==> config.mk <==
export PLATFORM = sky130hd
export DESIGN_NAME = mem_bus_arbiter
export DESIGN_NICKNAME = d
export VERILOG_FILES = /design/src/rtl/mem_bus_arbiter.sv
export SDC_FILE = /design/constraint.sdc
export NUM_CORES = 1
export LEC_CHECK = 0
export BUFFER_PORTS_ARGS = -buffer_cell sky130_fd_sc_hd__buf_2
export CAP_MARGIN = 20
export CORE_AREA = 2 2 103 105
export CTS_CLUSTER_SIZE = 24
export DETAILED_ROUTE_END_ITERATION = 10
export DIE_AREA = 0 0 105 107
export PLACE_DENSITY = 0.57
export SLEW_MARGIN = 20
export SYNTH_ARGS = -nofsm -noshare
export SYNTH_HDL_FRONTEND = slang
export SYNTH_SLANG_ARGS = --single-unit
==> constraint.sdc <==
create_clock -name clk -period 3.15 [get_ports clk]
set_clock_uncertainty 0.15 [all_clocks]
set_input_delay 0.63 -clock clk [delete_from_list [all_inputs] [get_ports clk]]
set_output_delay 0.63 -clock clk [all_outputs]
set_load 0.005 [all_outputs]
==> src/rtl/mem_bus_arbiter.sv <==
// Arbitrates single-port core memory between IF fetch and EX load/store; EX priority, optional IF starve guard (MEM_ARB_STARVE_GUARD_EN).
// Latency: grant combinational in the slot cycle, rvalid MEM_LAT cycles after grant; one outstanding transaction.
// Backpressure: losers hold req until gnt; hold_flag_o stalls ctrl while any request waits.
module mem_bus_arbiter #(
    parameter int ADDR_W     = 32,
    parameter int DATA_W     = 32,
    parameter int MEM_LAT    = 1,
    parameter int STARVE_MAX = 4
) (
    input  logic              clk,
    input  logic              rst,
    input  logic              if_req_i,
    input  logic [ADDR_W-1:0] if_addr_i,
    output logic              if_gnt_o,
    output logic              if_rvalid_o,
    output logic [DATA_W-1:0] if_rdata_o,
    input  logic              ex_req_i,
    input  logic              ex_we_i,
    input  logic [ADDR_W-1:0] ex_addr_i,
    input  logic [DATA_W-1:0] ex_wdata_i,
    output logic              ex_gnt_o,
    output logic              ex_rvalid_o,
    output logic [DATA_W-1:0] ex_rdata_o,
    output logic              mem_req_o,
    output logic              mem_we_o,
    output logic [ADDR_W-1:0] mem_addr_o,
    output logic [DATA_W-1:0] mem_wdata_o,
    input  logic [DATA_W-1:0] mem_rdata_i,
    output logic              hold_flag_o
);

    if (MEM_LAT < 1 || MEM_LAT > 7 || STARVE_MAX < 1 || STARVE_MAX > 15) begin : g_param_check
        $error("mem_bus_arbiter: MEM_LAT must be 1..7 and STARVE_MAX 1..15");
    end

    typedef enum logic [1:0] {
        IDLE    = 2'd0,
        BUSY_IF = 2'd1,
        BUSY_EX = 2'd2
    } state_t;

    localparam logic [2:0] LAT_LAST = 3'(MEM_LAT - 1);

    state_t     state;
    logic [2:0] lat_cnt;
    logic       ex_wr;

    logic busy, completing, slot, force_if, if_win, ex_win;

    assign busy       = (state != IDLE);
    assign completing = busy && (lat_cnt == LAT_LAST);
    // The completing cycle doubles as an arbitration slot so MEM_LAT=1 sustains one access per cycle.
    assign slot       = !busy || completing;

`ifdef MEM_ARB_STARVE_GUARD_EN
    localparam logic [3:0] STARVE_LIM = 4'(STARVE_MAX);

    logic [3:0] starve_cnt;

    assign force_if = (starve_cnt == STARVE_LIM);

    always_ff @(posedge clk or negedge rst) begin
        if (!rst) begin
            starve_cnt <= '0;
        end else if (!if_req_i || if_win) begin
            starve_cnt <= '0;
        end else if (slot && (starve_cnt != STARVE_LIM)) begin
            starve_cnt <= starve_cnt + 4'd1;
        end
    end
`else
    assign force_if = 1'b0;
`endif

    assign if_win = slot && if_req_i && (!ex_req_i || force_if);
    assign ex_win = slot && ex_req_i && !if_win;

    always_ff @(posedge clk or negedge rst) begin
        if (!rst) begin
            state   <= IDLE;
            lat_cnt <= '0;
            ex_wr   <= 1'b0;
        end else if (if_win) begin
            state   <= BUSY_IF;
            lat_cnt <= '0;
            ex_wr   <= 1'b0;
        end else if (ex_win) begin
            state   <= BUSY_EX;
            lat_cnt <= '0;
            ex_wr   <= ex_we_i;
        end else if (completing) begin
            state   <= IDLE;
            lat_cnt <= '0;
        end else if (busy) begin
            lat_cnt <= lat_cnt + 3'd1;
        end
    end

    // Request-derived outputs are gated by rst so every output reads 0 while reset is held.
    assign if_gnt_o    = rst && if_win;
    assign ex_gnt_o    = rst && ex_win;
    assign mem_req_o   = if_gnt_o || ex_gnt_o;
    assign mem_we_o    = ex_gnt_o && ex_we_i;
    assign mem_addr_o  = ex_gnt_o ? ex_addr_i : (if_gnt_o ? if_addr_i : '0);
    assign mem_wdata_o = ex_gnt_o ? ex_wdata_i : '0;

    assign if_rvalid_o = completing && (state == BUSY_IF);
    assign ex_rvalid_o = completing && (state == BUSY_EX);
    assign if_rdata_o  = if_rvalid_o ? mem_rdata_i : '0;
    assign ex_rdata_o  = (ex_rvalid_o && !ex_wr) ? mem_rdata_i : '0;

    assign hold_flag_o = rst && ((if_req_i && !if_gnt_o) || (ex_req_i && !ex_gnt_o));

endmodule
==> flow_summary.yaml, run 1 <==
routing:
  drtPass1Iterations: 6
  ant_nets: 0
  route.vias.total: 2689
  drc: 0
  wl_um: 8350
  drtIter0Drc: 133
  viasPerCell: 4.35
  post_drt_wl_per_cell_um: 13.5
worst_hold_path:
  hp-class: "in -> async"
clock_network:
  clock-sinks: 6
  clockBufferDepth: 2
  postCtsHoldBufs: 0
  cts_resized: 0
  cts_made_buffers: 3
  cts.htree.levels: 1
  cts_setup_buffers: 0
  cts_tree: "built"
  insertion_delay_ns: 0.22
  path_clk_slew_ns: 0.04
  cts_root_buffer: "clkbuf_8"
sta:
  finalMaxSlewViolations: 0
  setup_tns_ns: 0
  finalHoldViolCount: 0
  clock.fmax_mhz: 337
  worst_slew_pin_slew_ns: 0.672
  worst_hold_slack_ns: 0.104
  worst_slack_ns: 0.178
  period_minus_slack_ns: 2.97
  finalSetupViolations: 0
  post-route-period-util_pct: 94.3
  rsz0062_at_grt: "no"
  slew_headroom_pct: 55.1
power:
  p_leak_nw: 1.96
  p_sw_mw: 0.177
  power.total_mw: 0.501
  powerDensity_nw_per_um2: 167
  combPwrFrac_pct: 60.8
  ir_worst_vdd_uv: 58.5
  p_seq_share_pct: 16.6
  p_sw_share_pct: 35.3
  internal-power_mw: 0.324
  clock_power_share_pct: 22.6
global_route:
  globalRouteOverflowTotal: 0
  grt_start_max_net_pins: 54
  antenna_found_initial: 0
  grt_pass1_vias: 2416
  grt_usage_pct: 13.6
  grt_pass1_wl_um: 12200
die:
  core-area_um2: 10100
  rows: 37
  die_x_um: 105
  initial_core_util_pct: 15.3
  pin_count: 268
  die-height_um: 107
  dieArea_um2: 11200
cells_and_area:
  mostFrequentLayoutCells: "267 x buf_2, 66 x and2_1, 36 x nor2_1"
  drive_above_1_share_pct: 59.5
  layout_commonest_cell: "buf_2"
  n_antenna_cell: 0
  utilization_pct: 29.8
  nNetsFinal: 619
  area_growth_syn_to_layout_pct: 94.3
worst_setup_path:
  crit_fanout: 35
  worstSetupPathType: "reg -> out"
  required_ns: 2.37
  cp-end-kind: "primary output"
  cp.arrival_ns: 2.19
  worst_setup_path_start_kind: "flop"
placed_design:
  portBuffers: 267
  dp_hpwl_um: 7340
  place_ws_ns: 0.445
  routabilityCongestion: 0.858
synthesis:
  synth-xor-area-share_pct: 0
  synth_compound_area_share_pct: 22.2
  synth_mux_area_share_pct: 0
  syn_inst: 231
  ys_ff_latch: 6
  synth_cell_type_count: 30
  synth_seq_area_share_pct: 9.71
  synth_nets: 366
  yosys_warnings: 0
  synthAdderAreaFrac_pct: 1.62
  syn_avg_cell_area_um2: 6.69
  syn_area_um2: 1550
  yosys.area_share.simple_pct: 56.1
  synth_top_family_by_area: "simple AND/OR/NAND/NOR gates"
run:
  cap_violations: 0
run_status:
  run_status: "finished, final reports clean"
-- registers in the layout (all words and copies together), names as in the netlist --
name	flops
ex_wr	1
lat_cnt	3
state	2
-- worst max-delay path, cell delays in order (launching register included) --
cell	delay, ns
dfrtp_1	0.39
inv_1	0.07
ha_1	0.17
nand2b_1	0.29
a21boi_4	0.66
and3_2	0.28
buf_2	0.11
-- cells by family (layout without fill, tap and decap cells) --
| logic type | count (synthesis) | count (layout) |
|---|---|---|
| simple gates | 150 | 150 |
| compound gates | 45 | 45 |
| buf+inv | 28 | 279 |
| flops | 6 | 6 |
| fa+ha+maj | 2 | 2 |
-- metal layers --
| metal | track usage (%) | part of all wire (%) |
|---|---|---|
| met2 | 25.7 | 51 |
| met1 | 15.2 | 37 |
| met3 | 2.92 | 11 |
| met5 | 0 | 0 |
| met4 | 3.81 | 1.4 |
-- path summary, 6_finish.rpt --
kind	start	cells after the start	to	slack (ns)
min in group clk	lat_cnt[2]	1	lat_cnt[2]	0.38
worst min register to register	lat_cnt[2]	1	lat_cnt[2]	0.38
worst max register to register	lat_cnt[0]	5	ex_wr	1.42
max in group asynchronous	rst	1	lat_cnt[1]	2.57
worst min-delay path	rst	1	ex_wr	0.10
worst max-delay path	lat_cnt[0]	6	mem_wdata_o[2]	0.18
-- area by class of cell --
class / instances / area (um2)
Clock buffer: 3 / 41.3
Fill cell: 1135 / 7090
Inverter: 3 / 11.3
Multi-Input combinational cell: 197 / 1240
Sequential cell: 6 / 150
Tap cell: 136 / 170
Timing Repair Buffer: 273 / 1390
-- cell usage after synthesis --
cell | instances | share of area, %
a21boi_4 | 1 | 1.2
a21o_1 | 1 | 0.49
a21oi_1 | 1 | 0.32
a22o_1 | 1 | 0.57
a22oi_1 | 32 | 16
a32o_1 | 2 | 1.3
and2_1 | 66 | 27
and3_1 | 28 | 11
and3_2 | 5 | 2.4
buf_2 | 8 | 2.6
buf_6 | 4 | 2.9
clkbuf_1 | 7 | 1.7
clkbuf_2 | 5 | 1.6
clkbuf_8 | 1 | 0.89
dfrtp_1 | 6 | 9.7
ha_1 | 2 | 1.6
inv_1 | 3 | 0.73
nand2_1 | 5 | 1.2
nand2b_1 | 2 | 0.81
nand4_1 | 1 | 0.40
nor2_1 | 36 | 8.7
nor2b_1 | 2 | 0.81
nor3_4 | 2 | 2.1
nor4_1 | 1 | 0.40
nor4b_1 | 1 | 0.57
o21ai_0 | 4 | 1.3
o21ai_2 | 1 | 0.57
o21bai_1 | 1 | 0.49
o22ai_1 | 1 | 0.40
or2_4 | 1 | 0.57
-- power by group through the flow --
stage / logic [mW] / clock network (mW) / registers [mW]
5_1_grt: 0.338 / 0.121 / 0.0834
6_report: 0.304 / 0.113 / 0.0832
3_3_place_gp: 0.303 / 0 / 0.0840
3_5_place_dp: 0.307 / 0 / 0.0841
2_1_floorplan: 0.132 / 0 / 0.0834
4_1_cts: 0.308 / 0.117 / 0.0831
-- per-stage QoR --
step | instance area (um2) | std cells
floorplan | 1550 | 231
global placement | 2960 | 615
detailed placement | 2960 | 615
CTS | 3000 | 618
global route | 3000 | 618
finish | 3000 | 618
(Power assumes the default switching activity.)
==> run 2, diff against run 1 <==
- PLACE_DENSITY: 0.57 -> 0.5
==> run 2 against run 1 <==
Count of clock-buffer cells in the layout unchanged; core utilization hardly changed; die area did not move; power up 0.55%; register-to-register slack got worse by 0.05 ns; sequential share of layout area hardly changed; global-route usage grew 0.47 points; non-clock buffer count unchanged; clock power is 7% higher; first-iteration DRC count shrank 13%; worst setup slack better by 0.0079 ns; critical endpoint is now mem_wdata_o[11].
==> flow_summary.yaml, run 2 (same netlist as run 1, synthesis figures left out) <==
global_route:
  grt_pass1_vias: 2437
  grt_start_max_net_pins: 49
  grt_pass1_wl_um: 12600
  met3_usage_pct: 3.28
  globalRouteOverflowTotal: 0
  grt_use_met2_pct: 27.0
  grt.met1_usage_pct: 15.1
  antenna_found_initial: 0
  grt_usage_pct: 14.0
  top_usage_layer: "met2"
placed_design:
  routabilityCongestion: 0.762
  dp_hpwl_um: 7140
  portBuffers: 267
  place_ws_ns: 0.454
sta:
  slew_headroom_pct: 58.5
  finalSetupViolations: 0
  worst_slew_pin_slew_ns: 0.619
  worst_slack_ns: 0.186
  post-route-period-util_pct: 94.1
  clock.fmax_mhz: 337
  period_minus_slack_ns: 2.96
  setup_tns_ns: 0
  rsz0062_at_grt: "no"
  finalMaxSlewViolations: 0
  finalHoldViolCount: 0
worst_setup_path:
  crit_cells: 6
  worst-path-buf-inv: 2
  worst_setup_path_start_kind: "flop"
  path_cells: "inv_1, ha_1, nand2b_1, a21boi_2, and3_1, buf_2"
  cp.arrival_ns: 2.18
  cp-end-kind: "primary output"
  endpoint: "mem_wdata_o[11]"
  crit_fanout: 17
  r2r_end: "ex_wr"
  critPathLaunch: "lat_cnt[0]"
  required_ns: 2.37
  crit_path_top_delay_cell: "a21boi_2"
  crit_path_max_incr_delay_ns: 0.63
  rr_startpoint: "lat_cnt[0]"
  r2r_slack_ns: 1.37
  cp_top_family: "compound AO/OA/AOI/OAI gates"
  worstSetupPathType: "reg -> out"
  reg2reg_depth: 5
routing:
  post_drt_wl_per_cell_um: 13.6
  drc: 0
  ant_nets: 0
  wl_um: 8400
  drtIter0Drc: 116
  route.vias.total: 2581
  drtPass1Iterations: 4
  viasPerCell: 4.17
clock_network:
  cts.htree.levels: 1
  cts_tree: "built"
  cts_resized: 0
  cts_root_buffer: "clkbuf_8"
  path_clk_slew_ns: 0.04
  clock-sinks: 6
  postCtsHoldBufs: 0
  cts_setup_buffers: 0
  insertion_delay_ns: 0.23
  cts_made_buffers: 3
  clockBufferDepth: 2
die:
  pin_count: 268
  core-area_um2: 10100
  die-height_um: 107
  rows: 37
  dieArea_um2: 11200
  initial_core_util_pct: 15.3
  die_x_um: 105
run_status:
  run_status: "finished, final reports clean"
cells_and_area:
  n_antenna_cell: 0
  layout_commonest_cell: "buf_2"
  area_growth_syn_to_layout_pct: 94.2
  regMostFlops: "lat_cnt"
  largestRegisters: "lat_cnt x3, state x2, ex_wr x1"
  mostFrequentLayoutCells: "267 x buf_2, 66 x and2_1, 36 x nor2_1"
  drive_above_1_share_pct: 59.6
  largest_reg_flops: 3
  nNetsFinal: 620
run:
  cap_violations: 0
worst_hold_path:
  hp-class: "in -> async"
power:
  powerDensity_nw_per_um2: 168
  p_leak_nw: 1.96
  ir_worst_vdd_uv: 72.9
run 2: changes by cell type in the layout (fill, tap and decap cells not counted):
| cell | delta |
|---|---|
| a21boi_2 | +1 |
| buf_12 | -1 |
| buf_4 | +1 |
run 2: layout make-up:
| type | count | area [um2] |
|---|---|---|
| flip-flops and latches | 6 | 150 |
| inverters | 3 | 11.3 |
| well taps | 136 | 170 |
| multi-input cells | 198 | 1250 |
| fillers | 1135 | 7090 |
| repair buffers | 273 | 1380 |
| clock buffers | 3 | 41.3 |
run 2: through the flow:
step | utilization (%) | instances | cell area, um2 | hold WS (ns) | total power, mW
2_1_floorplan | - | 231 | 1550 | 0.184 | 0.215
3_3_place_gp | 29.2 | 615 | 2950 | 0.348 | 0.382
3_5_place_dp | 29.2 | 615 | 2950 | 0.345 | 0.384
4_1_cts | 29.6 | 618 | 2990 | 0.0985 | 0.508
5_1_grt | 29.8 | 619 | 3000 | 0.122 | 0.547
6_report | 29.8 | 619 | 3000 | 0.108 | 0.504
run 2: how the worst min path moves through the flow:
stage                    end  slack (ns)  cells past startpoint
floorplan              ex_wr        0.18                      0
finish              state[1]        0.11                      1
global route        state[1]        0.12                      1
CTS                 state[1]         0.1                      1
global placement    state[1]        0.35                      1
detailed placement  state[1]        0.35                      1
run 2: where the power goes:
part | total (mW) | switching [mW] | leakage [nW] | internal (mW)
Sequential | 0.0830 | 0.00326 | 0.0791 | 0.0797
Combinational | 0.300 | 0.139 | 1.86 | 0.161
Clock | 0.121 | 0.0384 | 0.0216 | 0.0826
Total | 0.504 | 0.180 | 1.96 | 0.323
run 2: metal layers:
| metal | vias to the layer above | part of all wire (%) |
|---|---|---|
| met5 | - | 0 |
| met4 | 0 | 0.99 |
| met3 | 4 | 9.8 |
| met2 | 164 | 52 |
| met1 | 1113 | 37 |
| li1 | 1300 | - |
==> run 3, diff against run 2 <==
--- a/config.mk
+++ b/config.mk
@@ -14,3 +14,3 @@
 export PLACE_DENSITY = 0.5
-export SLEW_MARGIN = 20
+export SLEW_MARGIN = 30
 export SYNTH_ARGS = -nofsm -noshare
==> constraint.sdc (replaced) <==
create_clock -name clk -period 3.15 [get_ports clk]
set_clock_uncertainty 0.15 [all_clocks]
set_input_delay 0 -clock clk [delete_from_list [all_inputs] [get_ports clk]]
set_output_delay 0 -clock clk [all_outputs]
set_load 0.005 [all_outputs]
==> run 3 against run 2 <==
Register-to-register slack gained 0.06 ns; routed wire length grew 1.6%; design area shrank 0.46%; count of clock-buffer cells in the layout is the same; worst setup slack gained 0.56 ns; power shrank 0.98%; critical path depth is the same; die area is the same; cell count shrank 0.32%; sequential power is essentially flat; first-iteration DRC count grew 21%; critical path type unchanged.
==> flow_summary.yaml, run 3 (same netlist as run 1, synthesis figures left out) <==
run_status:
  run_status: "finished, final reports clean"
global_route:
  grt_pass1_wl_um: 12600
  grt_usage_pct: 14.0
  grt_start_max_net_pins: 46
  antenna_found_initial: 0
  grt_pass1_vias: 2441
  globalRouteOverflowTotal: 0
worst_setup_path:
  cp-end-kind: "primary output"
  reg2reg_depth: 5
  worst-path-buf-inv: 2
  required_ns: 3.00
  crit_path_top_delay_cell: "nor3_4"
  path_cells: "inv_1, ha_1, nand2b_1, nor3_4, and2_1, buf_2"
  crit_fanout: 33
  r2r_slack_ns: 1.43
  cp.arrival_ns: 2.26
  worst_setup_path_start_kind: "flop"
  crit_path_max_incr_delay_ns: 0.74
  worstSetupPathType: "reg -> out"
  cp_top_family: "simple AND/OR/NAND/NOR gates"
  r2r_end: "ex_wr"
  rr_startpoint: "lat_cnt[0]"
die:
  pin_count: 268
  rows: 37
  dieArea_um2: 11200
  initial_core_util_pct: 15.3
  core-area_um2: 10100
  die_x_um: 105
  die-height_um: 107
cells_and_area:
  largestRegisters: "lat_cnt x3, state x2, ex_wr x1"
  postLayoutCellArea_um2: 2990
  drive_above_1_share_pct: 59.0
  nNetsFinal: 618
  largest_reg_flops: 3
  ff_latch_area_um2: 150
  mostFrequentLayoutCells: "267 x buf_2, 66 x and2_1, 36 x nor2_1"
  regMostFlops: "lat_cnt"
  multi_input_area_um2: 1240
  area_growth_syn_to_layout_pct: 93.3
  layout_commonest_cell: "buf_2"
  fill_cells: 1159
  n_antenna_cell: 0
placed_design:
  portBuffers: 267
  routabilityCongestion: 0.789
  dp_hpwl_um: 7230
  dpl-instance-area_um2: 2930
sta:
  setup_tns_ns: 0
  rsz0062_at_grt: "no"
  worst_hold_slack_ns: 0.0390
  post-route-period-util_pct: 76.4
  period_minus_slack_ns: 2.41
  clock.fmax_mhz: 415
  slew_headroom_pct: 44.4
  worst_slew_pin_slew_ns: 0.832
  finalMaxSlewViolations: 0
  finalHoldViolCount: 0
  finalSetupViolations: 0
routing:
  route.vias.total: 2650
  wl_um: 8530
  drtPass1Iterations: 4
  ant_nets: 0
  post_drt_wl_per_cell_um: 13.8
  drc: 0
  drtIter0Drc: 140
  viasPerCell: 4.29
clock_network:
  cts_tree: "built"
  cts_made_buffers: 3
  cts.htree.levels: 1
  insertion_delay_ns: 0.22
  path_clk_slew_ns: 0.04
  clockBufferDepth: 2
  cts_root_buffer: "clkbuf_8"
  clock-sinks: 6
power:
  ir_worst_vdd_uv: 66.9
  p_leak_nw: 1.95
  powerDensity_nw_per_um2: 167
  power.total_mw: 0.499
run:
  cap_violations: 0
worst_hold_path:
  hp-class: "in -> async"
## run 3: layout make-up
type	count	share of cell area, %
multi-input combinational	197	41.4
timing repair buffer	272	46.1
sequential	6	5.02
clock buffer	3	1.38
inverter	3	0.377
tap	136	5.69
## run 3: power by group
part	switching, mW	total [mW]	internal (mW)
Sequential	0.00341	0.0832	0.0798
Combinational	0.139	0.299	0.159
Clock	0.0346	0.117	0.0822
## run 3: repair_timing
item | CTS | global route
hold endpoints to repair | 7 | 0
hold buffers | 2 | 0
resized for setup | 0 | 0
buffers inserted | 0 | 0
## run 3: metrics by stage
step                      setup slack [ns]  cells  utilization, %
after floorplan                       1.66    231               -
after global placement                1.01    612            29.0
after CTS                            0.727    617            29.6
after detailed placement             0.976    612            29.0
final                                0.742    617            29.6
after global routing                 0.456    617            29.6
## run 3: how the worst max path moves through the flow
stage / depth (start not counted) / slack (ns) / from / endpoint
floorplan: 7 / 1.66 / lat_cnt[0] / ex_rdata_o[0]
global placement: 6 / 1.01 / lat_cnt[0] / if_rdata_o[19]
detailed placement: 6 / 0.98 / lat_cnt[0] / if_rdata_o[14]
CTS: 6 / 0.73 / lat_cnt[0] / if_rdata_o[14]
global route: 6 / 0.46 / lat_cnt[0] / ex_rdata_o[14]
finish: 6 / 0.74 / lat_cnt[0] / if_rdata_o[14]
## run 3: routing by layer
metal | routed length, um | track usage [%] | vias to the layer above
met5 | 0 | 0 | -
met4 | 132 | 4.57 | 0
met3 | 808 | 3.28 | 10
met2 | 4370 | 26.8 | 172
met1 | 3220 | 15.2 | 1177
li1 | - | - | 1291
## run 3: worst reg2reg max path: stages, from the launching register on
cell and delay (ns):
dfrtp_1 0.38, inv_1 0.06, ha_1 0.21, nand2b_1 0.39
nand2_1 0.13, a32o_1 0.28
